### config.mk
export PLATFORM = sky130hd
export DESIGN_NAME = mobilenet_mul_share_arb
export DESIGN_NICKNAME = d
export VERILOG_FILES = /design/src/rtl/mobilenet_mul_arb_pkg.sv /design/src/rtl/mobilenet_rr_arbiter.sv /design/src/rtl/mobilenet_mul_share_arb.sv
export SDC_FILE = /design/constraint.sdc
export NUM_CORES = 1
export LEC_CHECK = 0
export BUFFER_PORTS_ARGS = -buffer_cell sky130_fd_sc_hd__buf_2
export CORE_AREA = 2 2 83 85
export CTS_BUF_LIST = sky130_fd_sc_hd__clkbuf_8
export DETAILED_ROUTE_END_ITERATION = 10
export DIE_AREA = 0 0 85 87
export GPL_TIMING_DRIVEN = 0
export PLACE_DENSITY = 0.76
export RECOVER_POWER = 100
export SETUP_SLACK_MARGIN = 0.3
export SLEW_MARGIN = 20
export SYNTH_ARGS = -nofsm -noshare
export SYNTH_HDL_FRONTEND = slang
export SYNTH_HIERARCHICAL = 1
export SYNTH_SLANG_ARGS = --single-unit
### constraint.sdc
create_clock -name clk -period 3.5 [get_ports clk]
set_clock_uncertainty 0.15 [all_clocks]
set_input_delay 0.7 -clock clk [delete_from_list [all_inputs] [get_ports clk]]
set_output_delay 0.7 -clock clk [all_outputs]
set_load 0.005 [all_outputs]
### src/rtl/mobilenet_mul_arb_pkg.sv
// Shared types and widths for the MobileNet shared-multiplier arbiter.
//   A_W / B_W / P_W : multiplicand, multiplier and product widths (signed 16x8 -> 24)
//   MUL_LAT_DEF     : default number of register stages in the shared multiplier
//   ID_MAX_W        : widest requester id the tag struct can carry (up to 8 requesters)
//   tag_t           : per-stage in-flight tag {vld, id}
package mobilenet_mul_arb_pkg;

  localparam int A_W         = 16;
  localparam int B_W         = 8;
  localparam int P_W         = 24;
  localparam int MUL_LAT_DEF = 3;
  localparam int ID_MAX_W    = 3;

  typedef struct packed {
    logic                vld;
    logic [ID_MAX_W-1:0] id;
  } tag_t;

endpackage

### src/rtl/mobilenet_rr_arbiter.sv
// Round-robin arbiter: searches i_req starting at i_ptr, upward with wrap, and
// returns the first requester found as a one-hot grant plus its binary index.
// Pointer update is left to the instantiating controller so the same block can
// be reused by any shared-datapath controller.
//   i_req   [N-1:0]  request vector
//   i_ptr   [IW-1:0] highest-priority index this cycle (must be < N)
//   o_grant [N-1:0]  one-hot grant (all zero when no request)
//   o_idx   [IW-1:0] index of granted requester (0 when none)
//   o_any            some requester granted
module mobilenet_rr_arbiter #(
  parameter int N  = 4,
  parameter int IW = 2
) (
  input  logic [N-1:0]  i_req,
  input  logic [IW-1:0] i_ptr,
  output logic [N-1:0]  o_grant,
  output logic [IW-1:0] o_idx,
  output logic          o_any
);

  // Candidate index for each priority slot: slot 0 is the pointer itself.
  logic [IW-1:0] w_cand [N];

  genvar gi;
  generate
    for (gi = 0; gi < N; gi++) begin : g_cand
      assign w_cand[gi] = IW'((int'(i_ptr) + gi) % N);
    end
  endgenerate

  always_comb begin
    o_grant = '0;
    o_idx   = '0;
    o_any   = 1'b0;
    for (int k = 0; k < N; k++) begin
      if (!o_any && i_req[w_cand[k]]) begin
        o_any             = 1'b1;
        o_idx             = w_cand[k];
        o_grant[w_cand[k]] = 1'b1;
      end
    end
  end

endmodule

### src/rtl/mobilenet_mul_share_arb.sv
// Shares one external pipelined signed 16x8->24 multiplier between NUM_REQ
// requesters. Round-robin issue, a tag pipeline that mirrors the multiplier
// stages to track in-flight ops, and one response port whose backpressure
// freezes the multiplier through mul_ce.
// Optional feature macro: MOBILENET_MUL_ARB_STATS_EN enables the saturating
// issue counter on stat_issue_cnt; without it the port is tied to 0.
// Ports:
//   clk, reset            clock, asynchronous active-high reset
//   req_valid/req_ready   per-requester handshake (ready = accepted this cycle)
//   req_a/req_b           packed signed operands, requester i at [16i+:16]/[8i+:8]
//   mul_ce                clock enable of the shared multiplier
//   mul_din0/mul_din1     operands to the multiplier (0 when nothing granted)
//   mul_dout              product from the multiplier
//   rsp_valid/rsp_ready   response handshake
//   rsp_data/rsp_id       product and the requester that issued it
//   stat_issue_cnt        issued-op count (see macro above)
module mobilenet_mul_share_arb
  import mobilenet_mul_arb_pkg::*;
#(
  parameter int NUM_REQ = 4,
  parameter int MUL_LAT = MUL_LAT_DEF,
  parameter int ID_W    = (NUM_REQ > 2) ? $clog2(NUM_REQ) : 1
) (
  input  logic                   clk,
  input  logic                   reset,
  input  logic [NUM_REQ-1:0]     req_valid,
  output logic [NUM_REQ-1:0]     req_ready,
  input  logic [NUM_REQ*A_W-1:0] req_a,
  input  logic [NUM_REQ*B_W-1:0] req_b,
  output logic                   mul_ce,
  output logic [A_W-1:0]         mul_din0,
  output logic [B_W-1:0]         mul_din1,
  input  logic [P_W-1:0]         mul_dout,
  output logic                   rsp_valid,
  input  logic                   rsp_ready,
  output logic [P_W-1:0]         rsp_data,
  output logic [ID_W-1:0]        rsp_id,
  output logic [31:0]            stat_issue_cnt
);

  logic [NUM_REQ-1:0] w_grant;
  logic [ID_W-1:0]    w_grant_idx;
  logic               w_grant_any;
  logic               w_issue;
  logic [ID_W-1:0]    r_rr_ptr;
  tag_t               r_tag [MUL_LAT];

  mobilenet_rr_arbiter #(
    .N  (NUM_REQ),
    .IW (ID_W)
  ) u_arb (
    .i_req   (req_valid),
    .i_ptr   (r_rr_ptr),
    .o_grant (w_grant),
    .o_idx   (w_grant_idx),
    .o_any   (w_grant_any)
  );

  // The last tag stage lines up with the multiplier output register.
  assign rsp_valid = r_tag[MUL_LAT-1].vld;
  assign rsp_id    = r_tag[MUL_LAT-1].id[ID_W-1:0];
  assign rsp_data  = mul_dout;

  // A held, unaccepted response freezes the whole pipeline, so nothing can be
  // overwritten; an accepted one frees its slot in the same cycle.
  assign mul_ce    = !rsp_valid || rsp_ready;
  assign req_ready = w_grant & {NUM_REQ{mul_ce}};
  assign w_issue   = w_grant_any && mul_ce;

  always_comb begin
    mul_din0 = '0;
    mul_din1 = '0;
    if (w_grant_any) begin
      mul_din0 = req_a[w_grant_idx*A_W +: A_W];
      mul_din1 = req_b[w_grant_idx*B_W +: B_W];
    end
  end

  always_ff @(posedge clk or posedge reset) begin
    if (reset) begin
      r_rr_ptr <= '0;
    end else if (w_issue) begin
      r_rr_ptr <= (w_grant_idx == ID_W'(NUM_REQ - 1)) ? '0 : w_grant_idx + 1'b1;
    end
  end

  // Tag pipe advances on exactly the same enable as the multiplier; a cycle
  // without an issue pushes a bubble so stale multiplier data stays masked.
  always_ff @(posedge clk or posedge reset) begin
    if (reset) begin
      for (int s = 0; s < MUL_LAT; s++) begin
        r_tag[s] <= '0;
      end
    end else if (mul_ce) begin
      r_tag[0].vld <= w_issue;
      r_tag[0].id  <= ID_MAX_W'(w_grant_idx);
      for (int s = 1; s < MUL_LAT; s++) begin
        r_tag[s] <= r_tag[s-1];
      end
    end
  end

`ifdef MOBILENET_MUL_ARB_STATS_EN
  logic [31:0] r_stat_cnt;

  always_ff @(posedge clk or posedge reset) begin
    if (reset) begin
      r_stat_cnt <= '0;
    end else if (w_issue && (r_stat_cnt != 32'hFFFF_FFFF)) begin
      r_stat_cnt <= r_stat_cnt + 32'd1;
    end
  end

  assign stat_issue_cnt = r_stat_cnt;
`else
  assign stat_issue_cnt = '0;
`endif

endmodule

# Yosys cells after proc, flatten, opt, wreduce, memory -nomap -nowiden
# Index checks and enable logic that the tools add are counted.
[classes] n_reduce_logical=13 shifts=2 n_mux=31 n_addsub=4 bitwise_logic=4 eq_ne=1 n_lt_le_gt_ge=8
[op_table] cell="64-bit by 7-bit indexed part select with 16-bit output" count=1
[op_table] cell="32-bit by 6-bit indexed part select with 8-bit output" count=1
[op_table] cell="16-bit two-way mux" count=1
[op_table] cell="4-bit two-way mux" count=4
[op_table] cell="2-bit by 3-bit < comparator with 1-bit output, second input constant" count=4
[op_table] cell="1-bit two-way mux" count=12
[op_table] cell="4-bit OR" count=3
[op_table] cell="2-bit two-way mux" count=5
[op_table] cell="1-bit binary-select mux with 2-bit select" count=4
[op_table] cell="1-bit demux with 2-bit select" count=4
[op_table] cell="2-bit by 1-bit >= comparator with 1-bit output, second input constant" count=4
[op_table] cell="1-bit logical AND" count=8
[op_table] cell="8-bit two-way mux" count=1
[op_table] cell="2-bit by 1-bit adder with 2-bit output, second input constant" count=2
[op_table] cell="2-bit adder, second input constant" count=2
[op_table] cell="4-bit bitwise AND" count=1
[op_table] cell="1-bit zero test" count=4
[op_table] cell="2-bit == test, second input constant" count=1
[op_table] cell="1-bit logical OR" count=1
[word_totals] ff_bits=11

# Longest topological paths before layout
# Gate-level depths: netlist of run 1.
[logic_depth] word_depth=14 mapped_depth=13 mapped_depth_nobuf=9

# Modules after synthesis
# Netlist of run 1, hierarchy kept.
[by_module_without_submodules] module="mobilenet_mul_share_arb" cells_per_inst=178 instances=1 area_per_inst_um2=1651.6 seq_area_each_um2=275.3
[by_module_without_submodules] module="mobilenet_rr_arbiter" cells_per_inst=45 instances=1 area_per_inst_um2=421.7 seq_area_each_um2=0.0

# Worst setup path after synthesis of run 1
# Ideal clock, no wire load.
[synth_path] kind="register to output" from="register r_rr_ptr[0]" to="output port mul_din0[13]" stages_incl_launch_ff=14 required_ps=2650 arrival_ps=2682 setup_slack_ps=-32 n_path_buf=5 cell_sequence="dfrtp_1 > buf_6 > inv_1 > ha_1 > mux4_2 > buf_6 > nor4b_4 > nor2_1 > a32o_1 > buf_6 > buf_8 > buf_12 > mux2i_1 > o22ai_1"
[synth_via] elab_chain_len=14 elab_cells_between_ends=27 cone_classes="add/sub: 3; shift: 1; mux: 17; reduce/logical: 6"
[synth_lines] element="start, declared" line_no="mobilenet_mul_share_arb.sv:45" source="logic [ID_W-1:0] r_rr_ptr;"
[synth_lines] element="start signal, assigned" line_no="mobilenet_mul_share_arb.sv:83" source="r_rr_ptr <= (w_grant_idx == ID_W'(NUM_REQ - 1)) ? '0 : w_grant_idx + 1'b1;"
[synth_lines] element="branches (longest 11 deep; another with 2-bit by 1-bit adder with 2-bit output)"
[synth_lines] element="2-bit two-way mux *" line_no="mobilenet_rr_arbiter.sv:36" source="if (!o_any && i_req[w_cand[k]]) begin"
[synth_lines] element="named net w_grant_idx[1]" line_no="mobilenet_mul_share_arb.sv:42" source="logic [ID_W-1:0] w_grant_idx;"
[synth_lines] element="64-bit by 7-bit indexed part select with 16-bit output *" line_no="mobilenet_mul_share_arb.sv:74" source="mul_din0 = req_a[w_grant_idx*A_W +: A_W];"
[synth_lines] element="16-bit two-way mux *" line_no="mobilenet_mul_share_arb.sv:73" source="if (w_grant_any) begin"
[synth_lines] element="end, declared" line_no="mobilenet_mul_share_arb.sv:31" source="output logic [A_W-1:0] mul_din0,"
# Mark *: on every way through the listed nets, which the timed path passes. The select of a mux whose other input is x is not followed.

# Worst setup path in the final report of run 1
[layout_path] from="register r_rr_ptr[0]" to="output port mul_din1[6]"
[layout_via] elab_chain_len=14 elab_cells_between_ends=27 cone_classes="add/sub: 3; shift: 1; mux: 17; reduce/logical: 6"
[layout_lines] element="branches (longest 11 deep; another with 2-bit by 1-bit adder with 2-bit output)"
[layout_lines] element="2-bit two-way mux *" line_no="mobilenet_rr_arbiter.sv:36"
[layout_lines] element="named net w_grant_idx[1]" line_no="mobilenet_mul_share_arb.sv:42"
[layout_lines] element="32-bit by 6-bit indexed part select with 8-bit output *" line_no="mobilenet_mul_share_arb.sv:75" source="mul_din1 = req_b[w_grant_idx*B_W +: B_W];"
[layout_lines] element="8-bit two-way mux *" line_no="mobilenet_mul_share_arb.sv:73"
[layout_lines] element="end, declared" line_no="mobilenet_mul_share_arb.sv:32" source="output logic [B_W-1:0] mul_din1,"
# Marks and branches as above.

==> results of run 1 <==
synthesized netlist by cell type:
cell type   n
nand2_1     2
and2b_2     1
nor4_1      1
nor4b_4     1
buf_8       1
nand2b_1    4
dfrtp_1    11
mux4_2      2
nor2b_1     1
o211ai_1    1
buf_12      1
nand2b_4    1
mux4_1      2
o221ai_1    1
nor3_1      1
o21ai_0     6
mux2i_1    50
o22ai_1    24
buf_6       5
a32o_1      1
ha_1        6
and2_1      4
a22oi_1     8
buf_4      63
nor2_1      4
mux2_2     10
inv_1       5
clkbuf_1    4
o31ai_1     1
conb_1      1
cell type report:
cell class	instances	area, sq um	area share [%]
Multi-Input combinational cell	164	1360	40.70
Timing Repair Buffer	177	962.2	28.79
Buffer	74	576.8	17.26
Sequential cell	11	276.5	8.274
Tap cell	80	100.1	2.995
Clock buffer	3	41.29	1.235
Inverter	5	21.27	0.6365
Clock inverter	1	3.754	0.1123
registers in the layout (all words and copies together) (netlist names):
signal,flops
r_tag,6
r_rr_ptr,2
rsp_id,2
rsp_valid,1
cells in the final DEF, fill, tap and decap left out, types with 3 or more instances in the layout:
cell type / count
mux4_2: 3
clkbuf_8: 3
mux2i_1: 49
dfrtp_1: 10
nand2b_1: 5
nor2_1: 3
o22ai_1: 24
buf_2: 148
buf_12: 3
conb_1: 32
clkbuf_4: 19
inv_1: 4
o21ai_0: 5
a22oi_1: 8
clkbuf_1: 11
ha_1: 5
buf_6: 5
clkbuf_2: 4
buf_4: 60
mux2_2: 10
and2_1: 4
logic make-up after synthesis:
logic type | Yosys count | synth area share, %
buffers and inverters | 79 | 28.85
multiplexers | 64 | 34.28
AO/OA/AOI/OAI | 42 | 13.22
AND/OR/NAND/NOR | 20 | 6.578
flip-flops | 11 | 13.28
adder cells (fa/ha/maj) | 6 | 3.621
other | 1 | 0.1809
layer usage:
layer	global-route usage, %	up-vias
met5	0	-
met4	2.742	0
li1	-	1150
met3	1.611	3
met1	20.03	1058
met2	32.32	115
what timing repair did:
action	CTS	global route
setup buffers	15	3
gates cloned	1	0
pin swaps	7	6
resized for setup	17	3
endpoints found under the setup margin	28	28
worst max path at each step:
stage / startpoint / endpoint / slack [ns] / cells past startpoint
6_report: r_rr_ptr[0] / mul_din1[6] / -0.24 / 12
4_1_cts: r_rr_ptr[0] / mul_din1[6] / -0.27 / 14
2_1_floorplan: r_rr_ptr[0] / mul_din0[13] / 0.08 / 13
3_5_place_dp: req_valid[3] / mul_din0[4] / -0.59 / 9
3_3_place_gp: req_valid[3] / mul_din1[5] / -0.56 / 8
5_1_grt: r_rr_ptr[0] / mul_din1[6] / -0.33 / 12
report_power, final:
| part | internal (mW) | leakage (nW) | switching [mW] |
|---|---|---|---|
| sequential | 0.194 | 0.126 | 0.0342 |
| combinational | 1.84 | 1.74 | 1.62 |
| clock | 0.0769 | 0.0269 | 0.0473 |
critical path, stage by stage, from the launching register on:
cell and delay (ns):
dfrtp_1 0.36, buf_6 0.14, buf_6 0.10, mux4_2 0.57, nor4b_4 0.32, nor2_1 0.06
a32o_2 0.25, buf_6 0.13, buf_12 0.13, buf_12 0.14, mux2i_2 0.20, o22ai_1 0.10
buf_2 0.13
per-stage QoR:
stage	utilization, %	worst slack [ns]	instance area (sq um)
5_1_grt	50.88	-0.3335	3342
3_5_place_dp	47.16	-0.5939	3098
4_1_cts	50.80	-0.2671	3337
6_report	50.88	-0.2353	3342
3_3_place_gp	47.16	-0.5551	3098
2_1_floorplan	-	0.07801	2207
==> flow_summary.ini, run 1 <==
[placement]
detailed_place_hpwl_um = 5781
place.gp.congestion = 0.8222
port-buffer-count = 158
placedCellCount = 492

[finish]
final_net_count = 569
areaGrowthSynthToFinish_pct = 61.20
fin_cells = 515
layout.filler_cells = 628
antenna_cells_inserted = 0
final_layout_size_suffix_gt1_share_pct = 61.84

[sta]
slew_viol_final = 0
fin_hold_ws_ns = 0.2932
post-route-period-util_pct = 106.7
period_needed_ns = 3.735
setup-violations-final = 24
finalHoldViolCount = 0
rsz0062_at_grt = yes
totalNegativeSetupSlack_ns = -4.158
post-route-worst-setup-slack_ns = -0.2353
achievable-frequency_mhz = 267.7

[global_routing]
global_route.usage.total_pct = 16.66
grt_pass1_vias = 2087
first_pass_grt_wire_length_um = 10120
grt_antenna_before_repair = 0
grt_remaining_overflow = 0
grt_max_degree = 12

[setup_path]
timing_worst_setup_path_type = reg -> out
worstReg2RegEnd = r_tag[9]
setup.worst_path.start_class = register
critPathMaxFanout = 7
critical_path.endpoint_type = primary output
worstPathRequired_ns = 2.65
rr_worst_depth = 11
worst-r2r-setup-slack_ns = 0.65
critical_path_arrival_ns = 2.89
reg2reg_from = r_rr_ptr[0]

[clocking]
cts.clk_slew.worst_paths_ns = 0.05
ctsHtreeMaxLevel = 1
root_buffer_selected_by_cts = clkbuf_8
clk_path_buf_depth = 2
worst_skew_pair_later_pin_latency_ns = 0.24
cts_tree = built
number_of_buffers_created_by_cts = 3
clock-sinks = 11
postCtsHoldBufs = 0

[power_and_ir_drop]
total_power_mw = 3.815
vdd_ir_drop_max_uv = 587.4
power.density_cell_area_mw_per_mm2 = 1141
leakage_nw = 1.888

[detailed_routing]
final_antenna_net_count = 0
drc_errors = 0
wl_met2_um = 3879
via_total_after_detailed_routing = 2326
route.final.wire_length_um = 7177
route.detailed.wl_per_inst_um = 13.94
drt_first_iter_violations = 32
viasPerCell = 4.517
first_pass_drt_iterations = 4
wl_met1_um = 2780
maxUsedRoutingLayer = met4
met3_length_um = 486

[floorplan]
die_y_um = 87
floorplan.initialDensity_pct = 31.56
core_region_area_sq_mm = 0.006569
row_count = 30
boundaryPins = 215
dieWidth_um = 85
floorplan_die_area_sq_mm = 0.007395

[logic_synthesis]
syn_avg_cell_area_sq_um = 9.297
syn_std_cell_area_sq_mm = 0.002073
seq_area_frac_synth_pct = 13.28
synth_largest_area_cell = mux2i_1
synthesis.instances = 223
ys_warns = 6
yosys_register_bits = 11
synthDistinctLibCells = 30
yosysTopAreaCellShare_pct = 24.14
synth.top_cells.by_area = mux2i_1, buf_4, dfrtp_1

[job]
max-cap-violations = 0

[status]
failed_checks = setup timing
outcome = finished, violations left

[min_path]
holdCritPathClass = in -> async
Note: power is estimated with default switching activity, not from simulation.
==> inputs of run 2 (changes only) <==
==> constraint.sdc (replaced) <==
create_clock -name clk -period 3.5 [get_ports clk]
set_clock_uncertainty 0.15 [all_clocks]
set_input_delay 0 -clock clk [delete_from_list [all_inputs] [get_ports clk]]
set_output_delay 0 -clock clk [all_outputs]
set_load 0.005 [all_outputs]
==> run 2 against run 1 <==
Effect of this change: the run now ends clean; sequential cell count did not move; combinational power fell by 3%; final cell count did not move.
==> flow_summary.ini, run 2 (synthesized netlist as in run 1, its figures left out) <==
[detailed_routing]
viasPerCell = 4.501
maxUsedRoutingLayer = met4
final_antenna_net_count = 0
drc_errors = 0
route.final.wire_length_um = 6934
via_total_after_detailed_routing = 2318
wl_met2_um = 3637
met3_length_um = 536
first_pass_drt_iterations = 4
wl_met1_um = 2682
route.detailed.wl_per_inst_um = 13.46
drt_first_iter_violations = 47

[setup_path]
setup.worst_path.start_class = register
critPathMaxFanout = 10
cpMostUsedCell = buf_6
worstPathRequired_ns = 3.35
critical_path_s_top_delay_family = buffers and inverters
worst-path-buf-inv = 6
worst-r2r-setup-slack_ns = 0.65
worst_path_largest_cell_delay_ns = 0.36
crit_path_cell_trace = buf_6 -> inv_2 -> ha_4 -> mux4_2 -> buf_6 -> nor3_1 -> a32o_1 -> buf_6 -> buf_4 -> mux2i_1 -> o22ai_2 -> buf_2
critical_path.endpoint_type = primary output
timing_worst_setup_path_type = reg -> out
critical_path_arrival_ns = 2.99
slowest_stage = dfrtp_1

[finish]
fin_cells = 515
regMostFlops = r_tag
layout_commonest_cell = buf_2
most-common-layout-cells = buf_2, buf_4, mux2i_1
areaGrowthSynthToFinish_pct = 59.51
largest_reg_flops = 6
final_layout_size_suffix_gt1_share_pct = 58.16
antenna_cells_inserted = 0
final_net_count = 569

[sta]
post-route-worst-setup-slack_ns = 0.3580
rsz0062_at_grt = no
achievable-frequency_mhz = 318.3
slew_viol_final = 0
post-route-period-util_pct = 89.77
setup-violations-final = 0
finalHoldViolCount = 0
totalNegativeSetupSlack_ns = 0
period_needed_ns = 3.142
fin_hold_ws_ns = 0.02032

[floorplan]
core_region_area_sq_mm = 0.006569
die_y_um = 87
row_count = 30
boundaryPins = 215
floorplan_die_area_sq_mm = 0.007395
floorplan.initialDensity_pct = 31.56
dieWidth_um = 85

[clocking]
root_buffer_selected_by_cts = clkbuf_8
worst_skew_pair_later_pin_latency_ns = 0.24
clk_path_buf_depth = 2
cts_tree = built
clock-sinks = 11
number_of_buffers_created_by_cts = 3
ctsHtreeMaxLevel = 1
cts.clk_slew.worst_paths_ns = 0.05

[global_routing]
grt_remaining_overflow = 0
grt_antenna_before_repair = 0
grt_pass1_vias = 2008
global_route.usage.total_pct = 15.68
grt_max_degree = 12
first_pass_grt_wire_length_um = 9570

[placement]
place.gp.congestion = 0.7874
place_ws_ns = 0.2205
placedCellCount = 492
port-buffer-count = 158
detailed_place_hpwl_um = 5571

[status]
outcome = completed

[job]
max-cap-violations = 0

[power_and_ir_drop]
power.density_cell_area_mw_per_mm2 = 1117
leakage_nw = 1.847
total_power_mw = 3.693
vdd_ir_drop_max_uv = 607.3

[min_path]
holdCritPathClass = in -> out
[run 2: cell count changes in the layout (fill, tap and decap cells not counted), sizes merged]
cell,change
buf,-16
clkbuf,+15
dlygate4sd3,+1
[run 2: layout make-up]
type	count	area, sq um
inverter	5	18.77
sequential	11	276.5
timing repair buffer	177	943.4
multi-input combinational	164	1350
fill	613	3262
clock buffer	3	41.29
buffer	74	573.1
clock inverter	1	3.754
tap	80	100.1
[run 2: what timing repair did]
action	CTS	global route
hold buffers	1	0
pin swaps	1	7
setup endpoints to repair	25	24
endpoints found under the hold margin	11	0
setup buffers	9	7
gates cloned	0	2
gates resized for setup	6	15
[run 2: worst register-to-register path: cells and delay by family (launching register included)]
kind | cells | cell delay (ns)
AOI/OAI and AO/OA | 1 | 0.25
adders and majority gates | 1 | 0.28
buffers and inverters | 6 | 0.77
DFF | 1 | 0.36
muxes | 2 | 0.56
and+or+nand+nor | 2 | 0.37
[run 2: stage by stage]
| step | cell area, sq um | utilization [%] |
|---|---|---|
| floorplan | 2190 | - |
| global placement | 3080 | 46.90 |
| detailed placement | 3080 | 46.90 |
| CTS | 3224 | 49.09 |
| global route | 3307 | 50.34 |
| finish | 3307 | 50.34 |
[run 2: power breakdown]
group          switching (mW)  total, mW  internal (mW)  leakage, nW
Clock                  0.0496      0.127         0.0772       0.0269
Combinational            1.57       3.34           1.76         1.69
Sequential             0.0373      0.231          0.194        0.126
Total                    1.66       3.69           2.03         1.85
[run 2: path summary, 6_finish.rpt]
check	start	end	cells after the start
worst min register to register	r_tag[7]	rsp_valid	1
worst max-delay path	r_rr_ptr[0]	mul_din0[4]	12
worst max register to register	r_rr_ptr[0]	r_tag[9]	12
min in group asynchronous	reset	r_tag[8]	3
max in group asynchronous	reset	r_rr_ptr[1]	3
worst min-delay path	mul_dout[14]	rsp_data[14]	2
[run 2: metal layers]
layer | track usage (%) | vias to the layer above
met3 | 1.706 | 6
li1 | - | 1150
met5 | 0 | -
met1 | 19.15 | 1044
met2 | 29.47 | 118
met4 | 3.463 | 0
==> inputs of run 3 (changes only) <==
- CORE_AREA: 2 2 83 85 -> 2 2 82 84
- CTS_CLUSTER_SIZE: unset -> 24
- DIE_AREA: 0 0 85 87 -> 0 0 84 86
- PLACE_DENSITY: 0.76 -> 0.75
- clock period: 3.5 -> 3.71 ns (I/O delays scaled with it)
==> run 3 against run 2 <==
Effect of this change: sequential cell count unchanged; sequential power is 3% lower; worst setup slack better by 0.042 ns; first-iteration DRC count rose by 2.1%; via count down 3.2%; clock power down 11%; total power fell by 17%; count of clock-buffer cells in the layout is the same; critical path depth unchanged; hold slack better by 0.015 ns; critical endpoint is now mul_din1[1]; largest power group unchanged; highest routed layer unchanged.
==> flow_summary.ini, run 3 (synthesized netlist as in run 1, its figures left out) <==
[status]
outcome = completed

[detailed_routing]
route.detailed.wl_per_inst_um = 13.36
route.final.wire_length_um = 6678
final_antenna_net_count = 0
via_total_after_detailed_routing = 2243
viasPerCell = 4.486
drc_errors = 0
drt_first_iter_violations = 48
first_pass_drt_iterations = 5

[power_and_ir_drop]
pwr-share-comb_pct = 89.0
intPower_mw = 1.602
total_power_mw = 3.073
power_frac_clock_pct = 3.7
power.density_cell_area_mw_per_mm2 = 979.4
leakage_nw = 1.761
vdd_ir_drop_max_uv = 520.2
net-switching-power_mw = 1.472
power_frac_seq_pct = 7.3
power.share.switching_pct = 47.89

[global_routing]
grt_remaining_overflow = 0
first_pass_grt_wire_length_um = 10070
grt_pass1_vias = 2141
grt_antenna_before_repair = 0
global_route.usage.total_pct = 16.72
grt_max_degree = 12

[finish]
final_net_count = 557
area_used_by_sequential_logic_in_the_layout_sq_um = 277.8
regMostFlops = r_tag
layout.filler_cells = 620
areaGrowthSynthToFinish_pct = 51.36
final_layout_size_suffix_gt1_share_pct = 55.08
most-common-layout-cells = buf_2, mux2i_1, buf_4
layout_commonest_cell = buf_2
antenna_cells_inserted = 0
multi_input_area_sq_mm = 0.001315
largest_reg_flops = 6

[clocking]
number_of_buffers_created_by_cts = 3
cts_tree = built
clk_path_buf_depth = 2
ctsHtreeMaxLevel = 1
root_buffer_selected_by_cts = clkbuf_8
worst_skew_pair_later_pin_latency_ns = 0.23
clock-sinks = 11
cts.clk_slew.worst_paths_ns = 0.05

[setup_path]
worstPathRequired_ns = 3.56
critPathMaxFanout = 10
critical_path.endpoint_type = primary output
critical_path_arrival_ns = 3.16
setup.worst_path.start_class = register
timing_worst_setup_path_type = reg -> out

[sta]
slew_viol_final = 0
period_needed_ns = 3.310
totalNegativeSetupSlack_ns = 0
achievable-frequency_mhz = 302.1
setup-violations-final = 0
finalHoldViolCount = 0
rsz0062_at_grt = no
post-route-period-util_pct = 89.21

[placement]
detailed_place_hpwl_um = 5592
place.gp.congestion = 0.8220
port-buffer-count = 158

[floorplan]
die_y_um = 86
row_count = 29
floorplan_die_area_sq_mm = 0.007224
floorplan.initialDensity_pct = 33.03
dieWidth_um = 84
core_region_area_sq_mm = 0.006277
boundaryPins = 215

[min_path]
holdCritPathClass = in -> out

[job]
max-cap-violations = 0
[run 3: timing repair]
action / 4_1_cts / 5_1_grt
buffers inserted: 1 / 5
pin swaps: 1 / 1
endpoints found under the setup margin: 24 / 23
hold buffers: 1 / 0
hold endpoints to repair: 11 / 0
gates resized for setup: 4 / 3
[run 3: power groups by stage]
stage | clock network (mW) | registers, mW | logic (mW)
6_report | 0.113 | 0.223 | 2.74
5_1_grt | 0.124 | 0.231 | 2.99
4_1_cts | 0.118 | 0.236 | 2.80
3_5_place_dp | 0 | 0.234 | 2.77
3_3_place_gp | 0 | 0.229 | 2.72
2_1_floorplan | 0 | 0.219 | 1.93
[run 3: worst max-delay path: stages, from the launching register on]
cell and delay, ns:
dfrtp_2 0.38, buf_8 0.15, inv_1 0.06, ha_1 0.35, mux4_2 0.25, buf_6 0.14
and2b_1 0.24, o21ai_0 0.21, o31ai_2 0.14, nand2_1 0.24, clkbuf_1 0.42, o22ai_1 0.19
clkbuf_1 0.15
[run 3: layout make-up]
type                    instances  share of cell area [%]
repair buffers                165                   26.08
inverters                       5                  0.5981
well taps                      77                   3.070
flip-flops and latches         11                   8.852
clock inverters                 1                  0.1196
multi-input cells             164                   41.91
plain buffers                  74                   18.06
clock buffers                   3                   1.316
[run 3: metrics by stage]
stage | utilization (%) | instance area [sq um] | setup slack, ns | cells | hold WS, ns
after global routing | 49.99 | 3138 | 0.1808 | 500 | 0.04005
after CTS | 50.11 | 3146 | 0.3249 | 495 | 0.01582
after global placement | 49.01 | 3077 | 0.4774 | 489 | -0.1509
final | 49.99 | 3138 | 0.4001 | 500 | 0.03493
after detailed placement | 49.01 | 3077 | 0.3984 | 489 | -0.1400
after floorplan | - | 2190 | 0.7608 | 254 | -0.2976
[run 3: worst paths after layout]
kind | start | end | slack (ns) | cells after the start
setup / recovery | r_rr_ptr[0] | mul_din1[1] | 0.40 | 12
hold / removal | mul_dout[2] | rsp_data[2] | 0.03 | 2
setup reg to reg | r_rr_ptr[0] | r_tag[9] | 0.68 | 12
hold reg to reg | r_tag[7] | rsp_valid | 0.33 | 1
max in group asynchronous | reset | r_rr_ptr[0] | 2.96 | 3
min in group asynchronous | reset | rsp_id[1] | 0.14 | 3
[run 3: routing by layer]
metal  share of wire (%)  vias to the layer above  global-route usage, %
met5                   0                        -                      0
met4                0.34                        0                  2.786
met3                 7.0                        4                  1.829
met2                  53                      108                  31.93
met1                  39                     1010                  20.49
li1                    -                     1121                      -
